File: config.mk
export PLATFORM = sky130hd
export DESIGN_NAME = mem_access_unit_flat
export DESIGN_NICKNAME = d
export VERILOG_FILES = /design/src/rtl/mem_access_unit_pkg.sv /design/src/rtl/mem_access_unit_if.sv /design/src/rtl/mem_lane_align.sv /design/src/rtl/mem_access_unit.sv /design/src/flat_wrapper.sv
export SDC_FILE = /design/constraint.sdc
export NUM_CORES = 1
export LEC_CHECK = 0
export ABC_CLOCK_PERIOD_IN_PS = 3140
export BUFFER_PORTS_ARGS = -buffer_cell sky130_fd_sc_hd__buf_2
export CAP_MARGIN = 25
export CORE_MARGIN = 1
export CORE_UTILIZATION = 47
export DETAILED_ROUTE_END_ITERATION = 10
export PLACE_DENSITY = 0.82
export SETUP_SLACK_MARGIN = 0.5
export SLEW_MARGIN = 20
export SYNTH_ARGS = -nofsm -noshare
export SYNTH_HDL_FRONTEND = slang
export SYNTH_SLANG_ARGS = --single-unit
File: constraint.sdc
create_clock -name clk -period 3.14 [get_ports clk]
set_input_delay 0.471 -clock clk [delete_from_list [all_inputs] [get_ports clk]]
set_output_delay 0.471 -clock clk [all_outputs]
set_load 0.01 [all_outputs]
File: src/rtl/mem_access_unit_pkg.sv
// ============================================================================
// Module      : mem_access_unit_pkg
// Description : Size codes and alignment helpers for the MEM-stage load/store
//               engine.
// Revision    : 1.0 - initial release
// ============================================================================
`default_nettype none

package mem_access_unit_pkg;

    localparam logic [1:0] MEM_BYTE = 2'b00;
    localparam logic [1:0] MEM_HALF = 2'b01;
    localparam logic [1:0] MEM_WORD = 2'b10;

    // The unused code 2'b11 behaves as a full word access.
    function automatic logic [1:0] norm_size(input logic [1:0] size);
        return (size == 2'b11) ? MEM_WORD : size;
    endfunction

    function automatic logic is_misaligned(input logic [1:0] size, input logic [1:0] off);
        case (size)
            MEM_HALF: return off[0];
            MEM_WORD: return (off != 2'b00);
            default:  return 1'b0;
        endcase
    endfunction

endpackage

`default_nettype wire

File: src/rtl/mem_access_unit_if.sv
// ============================================================================
// Module      : mem_access_unit_if
// Description : Pipeline request bus plus word-only data memory port of the
//               MEM-stage load/store engine.
// Revision    : 1.0 - initial release
// ============================================================================
`default_nettype none

interface mem_access_unit_if #(
    parameter int DM_AW = 10
);
    logic             req;
    logic             we;
    logic [1:0]       size;
    logic             uns;
    logic [31:0]      addr;
    logic [31:0]      wdata;
    logic             stall;
    logic             rvalid;
    logic [31:0]      rdata;
    logic             misalign;
    logic [DM_AW-1:0] dm_addr;
    logic             dm_we;
    logic [31:0]      dm_wdata;
    logic [31:0]      dm_rdata;

    modport master (
        output req, we, size, uns, addr, wdata, dm_rdata,
        input  stall, rvalid, rdata, misalign, dm_addr, dm_we, dm_wdata
    );

    modport slave (
        input  req, we, size, uns, addr, wdata, dm_rdata,
        output stall, rvalid, rdata, misalign, dm_addr, dm_we, dm_wdata
    );
endinterface

`default_nettype wire

File: src/rtl/mem_lane_align.sv
// ============================================================================
// Module      : mem_lane_align
// Description : Combinational lane extract/extend for loads and read-modify-
//               write merge for sub-word stores.
// Revision    : 1.0 - initial release
// ============================================================================
`default_nettype none

module mem_lane_align
    import mem_access_unit_pkg::*;
(
    input  logic [31:0] word,
    input  logic [1:0]  off,
    input  logic [1:0]  size,
    input  logic        uns,
    input  logic [31:0] wdata,
    output logic [31:0] ext_rdata,
    output logic [31:0] merged_wdata
);

    logic [7:0]  byte_v;
    logic [15:0] half_v;

    always_comb begin
        byte_v       = word[{off, 3'b000} +: 8];
        half_v       = off[1] ? word[31:16] : word[15:0];
        ext_rdata    = word;
        merged_wdata = word;
        case (size)
            MEM_BYTE: begin
                ext_rdata                        = {{24{~uns & byte_v[7]}}, byte_v};
                merged_wdata[{off, 3'b000} +: 8] = wdata[7:0];
            end
            MEM_HALF: begin
                ext_rdata = {{16{~uns & half_v[15]}}, half_v};
                if (off[1]) begin
                    merged_wdata[31:16] = wdata[15:0];
                end else begin
                    merged_wdata[15:0] = wdata[15:0];
                end
            end
            default: begin
                ext_rdata    = word;
                merged_wdata = wdata;
            end
        endcase
    end

endmodule

`default_nettype wire

File: src/rtl/mem_access_unit.sv
// ============================================================================
// Module      : mem_access_unit
// Description : MEM-stage load/store engine over a word-only, 1-cycle sync
//               read data memory; sub-word stores use read-modify-write.
// Revision    : 1.0 - initial release
// ============================================================================
`default_nettype none

module mem_access_unit
    import mem_access_unit_pkg::*;
#(
    parameter int DM_AW = 10
) (
    input  wire logic         clk,
    input  wire logic         rst,
    mem_access_unit_if.slave  bus
);

    typedef enum logic [1:0] {
        S_IDLE     = 2'd0,
        S_LD_WAIT  = 2'd1,
        S_ST_MERGE = 2'd2
    } state_t;

    state_t      state_q, state_d;
    logic [1:0]  size_q, size_d;
    logic        uns_q, uns_d;
    logic [1:0]  off_q, off_d;
    logic [31:0] wdata_q, wdata_d;

    logic [1:0]  size_n;
    logic [31:0] ext_rdata;
    logic [31:0] merged_wdata;
    logic        unused_addr;

    assign size_n      = norm_size(bus.size);
    assign unused_addr = ^{bus.addr[31:DM_AW+2]};

    mem_lane_align u_lane_align (
        .word         (bus.dm_rdata),
        .off          (off_q),
        .size         (size_q),
        .uns          (uns_q),
        .wdata        (wdata_q),
        .ext_rdata    (ext_rdata),
        .merged_wdata (merged_wdata)
    );

    always_comb begin
        state_d      = state_q;
        size_d       = size_q;
        uns_d        = uns_q;
        off_d        = off_q;
        wdata_d      = wdata_q;
        bus.stall    = 1'b0;
        bus.rvalid   = 1'b0;
        bus.misalign = 1'b0;
        bus.dm_we    = 1'b0;
        bus.rdata    = 32'd0;
        bus.dm_wdata = 32'd0;
        bus.dm_addr  = bus.addr[DM_AW+1:2];
        // Outputs are held quiet under reset so an in-flight RMW write is dropped.
        if (!rst) begin
            case (state_q)
                S_IDLE: begin
                    if (bus.req) begin
                        if (is_misaligned(size_n, bus.addr[1:0])) begin
                            bus.misalign = 1'b1;
                        end else if (bus.we && (size_n == MEM_WORD)) begin
                            bus.dm_we    = 1'b1;
                            bus.dm_wdata = bus.wdata;
                        end else begin
                            bus.stall = 1'b1;
                            size_d    = size_n;
                            uns_d     = bus.uns;
                            off_d     = bus.addr[1:0];
                            wdata_d   = bus.wdata;
                            state_d   = bus.we ? S_ST_MERGE : S_LD_WAIT;
                        end
                    end
                end
                S_LD_WAIT: begin
                    bus.rvalid = 1'b1;
                    bus.rdata  = ext_rdata;
                    state_d    = S_IDLE;
                end
                S_ST_MERGE: begin
                    bus.dm_we    = 1'b1;
                    bus.dm_wdata = merged_wdata;
                    state_d      = S_IDLE;
                end
                default: state_d = S_IDLE;
            endcase
        end
    end

    always_ff @(posedge clk) begin
        if (rst) begin
            state_q <= S_IDLE;
            size_q  <= MEM_BYTE;
            uns_q   <= 1'b0;
            off_q   <= 2'b00;
            wdata_q <= 32'd0;
        end else begin
            state_q <= state_d;
            size_q  <= size_d;
            uns_q   <= uns_d;
            off_q   <= off_d;
            wdata_q <= wdata_d;
        end
    end

endmodule

`default_nettype wire

File: src/flat_wrapper.sv
// flat-port wrapper written by rule: the top's interface ports become plain ports
module mem_access_unit_flat import mem_access_unit_pkg::*;
#(
    parameter int DM_AW = 10
)
  (clk, rst, bus_req, bus_we, bus_size, bus_uns, bus_addr, bus_wdata, bus_dm_rdata, bus_stall, bus_rvalid, bus_rdata, bus_misalign, bus_dm_addr, bus_dm_we, bus_dm_wdata);
  mem_access_unit_if #(.DM_AW(DM_AW)) bus_i ();
  input  wire logic clk;
  input  wire logic rst;
  input wire logic [$bits(bus_i.req)-1:0] bus_req;
  input wire logic [$bits(bus_i.we)-1:0] bus_we;
  input wire logic [$bits(bus_i.size)-1:0] bus_size;
  input wire logic [$bits(bus_i.uns)-1:0] bus_uns;
  input wire logic [$bits(bus_i.addr)-1:0] bus_addr;
  input wire logic [$bits(bus_i.wdata)-1:0] bus_wdata;
  input wire logic [$bits(bus_i.dm_rdata)-1:0] bus_dm_rdata;
  output wire logic [$bits(bus_i.stall)-1:0] bus_stall;
  output wire logic [$bits(bus_i.rvalid)-1:0] bus_rvalid;
  output wire logic [$bits(bus_i.rdata)-1:0] bus_rdata;
  output wire logic [$bits(bus_i.misalign)-1:0] bus_misalign;
  output wire logic [$bits(bus_i.dm_addr)-1:0] bus_dm_addr;
  output wire logic [$bits(bus_i.dm_we)-1:0] bus_dm_we;
  output wire logic [$bits(bus_i.dm_wdata)-1:0] bus_dm_wdata;
  assign bus_i.req = bus_req;
  assign bus_i.we = bus_we;
  assign bus_i.size = bus_size;
  assign bus_i.uns = bus_uns;
  assign bus_i.addr = bus_addr;
  assign bus_i.wdata = bus_wdata;
  assign bus_i.dm_rdata = bus_dm_rdata;
  assign bus_stall = bus_i.stall;
  assign bus_rvalid = bus_i.rvalid;
  assign bus_rdata = bus_i.rdata;
  assign bus_misalign = bus_i.misalign;
  assign bus_dm_addr = bus_i.dm_addr;
  assign bus_dm_we = bus_i.dm_we;
  assign bus_dm_wdata = bus_i.dm_wdata;
  mem_access_unit #(.DM_AW(DM_AW)) u_core (.clk(clk), .rst(rst), .bus(bus_i));
endmodule
==> results.txt <==
Vias in the first global route - 4096
Instance count of the mapped netlist - 508
Ant. Diodes - 0
Max-cap violations - 0
Syn Area/Cell - 7.19 um2
Count leader, synth - nand2_1
Max FO, Critical Path - 18
DIE AREA - 8120 um2
Register area share after synthesis - 0.214
Hold Fails Final Rpt - 0
P_int - 940 uW
Worst Setup Path Type - flop to output pin
Synth async-reset ratio - 0
Final Wtd Congestion - 0.929
Final WL - 14.1 mm
Row cnt - 31
Worst Hold Class - input port to flop
Die Span Y - 90.1 um
I/O Buffers - 140
Clock latency at the later pin of the worst-skew pair - 0.29 ns
Die Width - 90.1 um
Avg WL per Cell - 19.4 um
Post-synth cell types - 47
CTS Buffer Depth - 2
Pleak - 0.00217 uW
Clock sinks - 39
Final net count - 738
Storage element area - 788 um2
Footprint of the multi-input gates - 2690 um2
WHS Path Cells - 2
Yosys warns - 0
Detailed-placement wirelength estimate - 9.86 mm
Post-Place Setup Slack - 0.502 ns
Fin crit period - 2.62 ns
Initial Util - 0.495
Global route overflow - 0
CTS tree - yes
Crit. End Element - output pin
Final Cycle Share - 0.833
Worst slew pin tran - 0.615 ns
First-pass GRT wire length - 21.4 mm
Setup TNS - 0 ns
Switching Fraction - 0.340
# fillers - 698
Comb pwr share - 0.317
Post-synth top cells - nand2_1, a21oi_1, o21ai_0, dfxtp_1, a21o_1
I/O Pins - 181
Synth area leader - dfxtp_1
Number of synthesized flops with an enable pin - 0
Top_reg_cell synth - dfxtp_1
Status - completed
CP startpoint kind - flop
FMAX - 0.382 GHz
Area delta synth->final - 27.7%
Pwr dens - 306 nW/um2
Setup WS post-layout - 0.524 ns
Crit path DAT - 2.15 ns
Root buffer cell - clkbuf_8
Initial antenna violation count - 0
DRT iter0 DRCs - 361
CTS buffer count - 5
Seq pwr share - 0.383
GRT Overall Usage - 0.329
CP required - 2.67 ns
Clk pin slew, worst setup/hold paths - 0.08 ns
H-tree Lvls - 2
Post-route ant nets - 0
Yosys reg bits - 39
Largest cells by area after synthesis - dfxtp_1, nand2_1, a21oi_1, o21ai_0, a21o_1
Layout cells sized above 1 - 0.350
Via count - 4570
Peak supply drop - 0.290 mV
Slew HR - 0.590
R2R depth - 5
Skew final - 0.00486 ns
P_sw - 485 uW
Clock power share - 0.300
Net Count, Synth - 616
Final setup viols - 0
Mapped Area - 3650 um2
Vias per cell - 6.26
RSZ-0062 raised after global routing - true
Largest net degree at the start of global routing - 43
Synth top area share - 0.214
Drt drc - 0
Max Slew Vio Count - 0
Core region area - 7370 um2
DRT Pass-1 Iters - 5
## worst max-delay path, cell delays in order (launching register included)
cell	delay (ns)
dfxtp_2	0.37
buf_6	0.21
ha_1	0.26
nand2b_1	0.12
nor4_4	0.25
buf_4	0.23
a22oi_1	0.08
o21ai_0	0.15
buf_2	0.19
## final timing paths
| check | from | endpoint | slack (ns) |
|---|---|---|---|
| worst min register to register | u_core.wdata_q[30]$_SDFFE_PP0P_ | u_core.wdata_q[30]$_SDFFE_PP0P_ | 0.46 |
| worst max register to register | u_core.state_q[0]$_SDFFE_PP0P_ | u_core.wdata_q[10]$_SDFFE_PP0P_ | 1.52 |
| worst max-delay path | u_core.off_q[1]$_SDFFE_PP0P_ | bus_dm_wdata[22] | 0.52 |
| worst min-delay path | bus_req | u_core.state_q[0]$_SDFFE_PP0P_ | 0.38 |
## power groups by stage
| stage | sequential, uW | clock (uW) | combinational, uW |
|---|---|---|---|
| after floorplan | 546 | 0 | 268 |
| after global placement | 552 | 0 | 400 |
| after detailed placement | 554 | 0 | 406 |
| after CTS | 542 | 430 | 415 |
| after global routing | 549 | 454 | 484 |
| final | 546 | 427 | 452 |
## flip-flops by register name (all words and copies together) (netlist names)
name            flops
u_core.uns_q        1
u_core.state_q      2
u_core.wdata_q     32
u_core.off_q        2
u_core.size_q       2
## cells in the final DEF (no fill, tap or decap), types with 4 or more instances in the layout
master,count
nand3_1,8
mux2i_1,8
dfxtp_1,35
a221oi_1,9
nand2_1,106
and2_1,4
mux4_2,8
buf_4,17
nand2b_1,12
nor2_1,14
clkbuf_8,5
a21oi_1,52
a21oi_2,4
buf_2,140
inv_1,8
a31oi_1,4
a32o_1,5
or4b_4,6
o21ai_0,47
o221ai_1,7
nor3_1,8
o21ai_1,8
mux2_2,5
o22ai_1,10
a22oi_1,13
a21o_1,30
## cells by family after synthesis
kind of cell               share of synthesized area
AOI/OAI and AO/OA                              0.341
adders and majority gates                     0.0171
buffers and inverters                         0.0826
DFF                                            0.214
muxes                                         0.0867
and+or+nand+nor                                0.259
## per-stage QoR
stage / hold WS, ns / cells / total power, uW / cell area, um2 / utilization
after floorplan: 0.433 / 508 / 813 / 3650 / -
after global placement: 0.437 / 713 / 952 / 4320 / 0.586
after detailed placement: 0.443 / 713 / 960 / 4320 / 0.586
after CTS: 0.383 / 724 / 1390 / 4490 / 0.609
after global routing: 0.404 / 730 / 1490 / 4660 / 0.633
final: 0.385 / 730 / 1430 / 4660 / 0.633
## final cells by class
cell class | count | area share
clock inverters | 3 | 0.00939
repair buffers | 162 | 0.192
clock buffers | 5 | 0.0148
well taps | 99 | 0.0266
inverters | 11 | 0.0110
flip-flops and latches | 39 | 0.169
multi-input cells | 411 | 0.577
## routing by layer
layer / wire length (um) / GRT usage / part of all wire
met1: 5670 / 0.449 / 0.40
met5: 0 / 0 / 0
met4: 396 / 0.110 / 0.028
met2: 6330 / 0.515 / 0.45
met3: 1740 / 0.0668 / 0.12
## what timing repair did
action	4_1_cts	5_1_grt
buffers inserted	3	5
setup endpoints to repair	39	56
hold buffers	0	0
pin swaps	4	12
gates resized for setup	10	33
cloned	0	1
(Power assumes the default switching activity.)
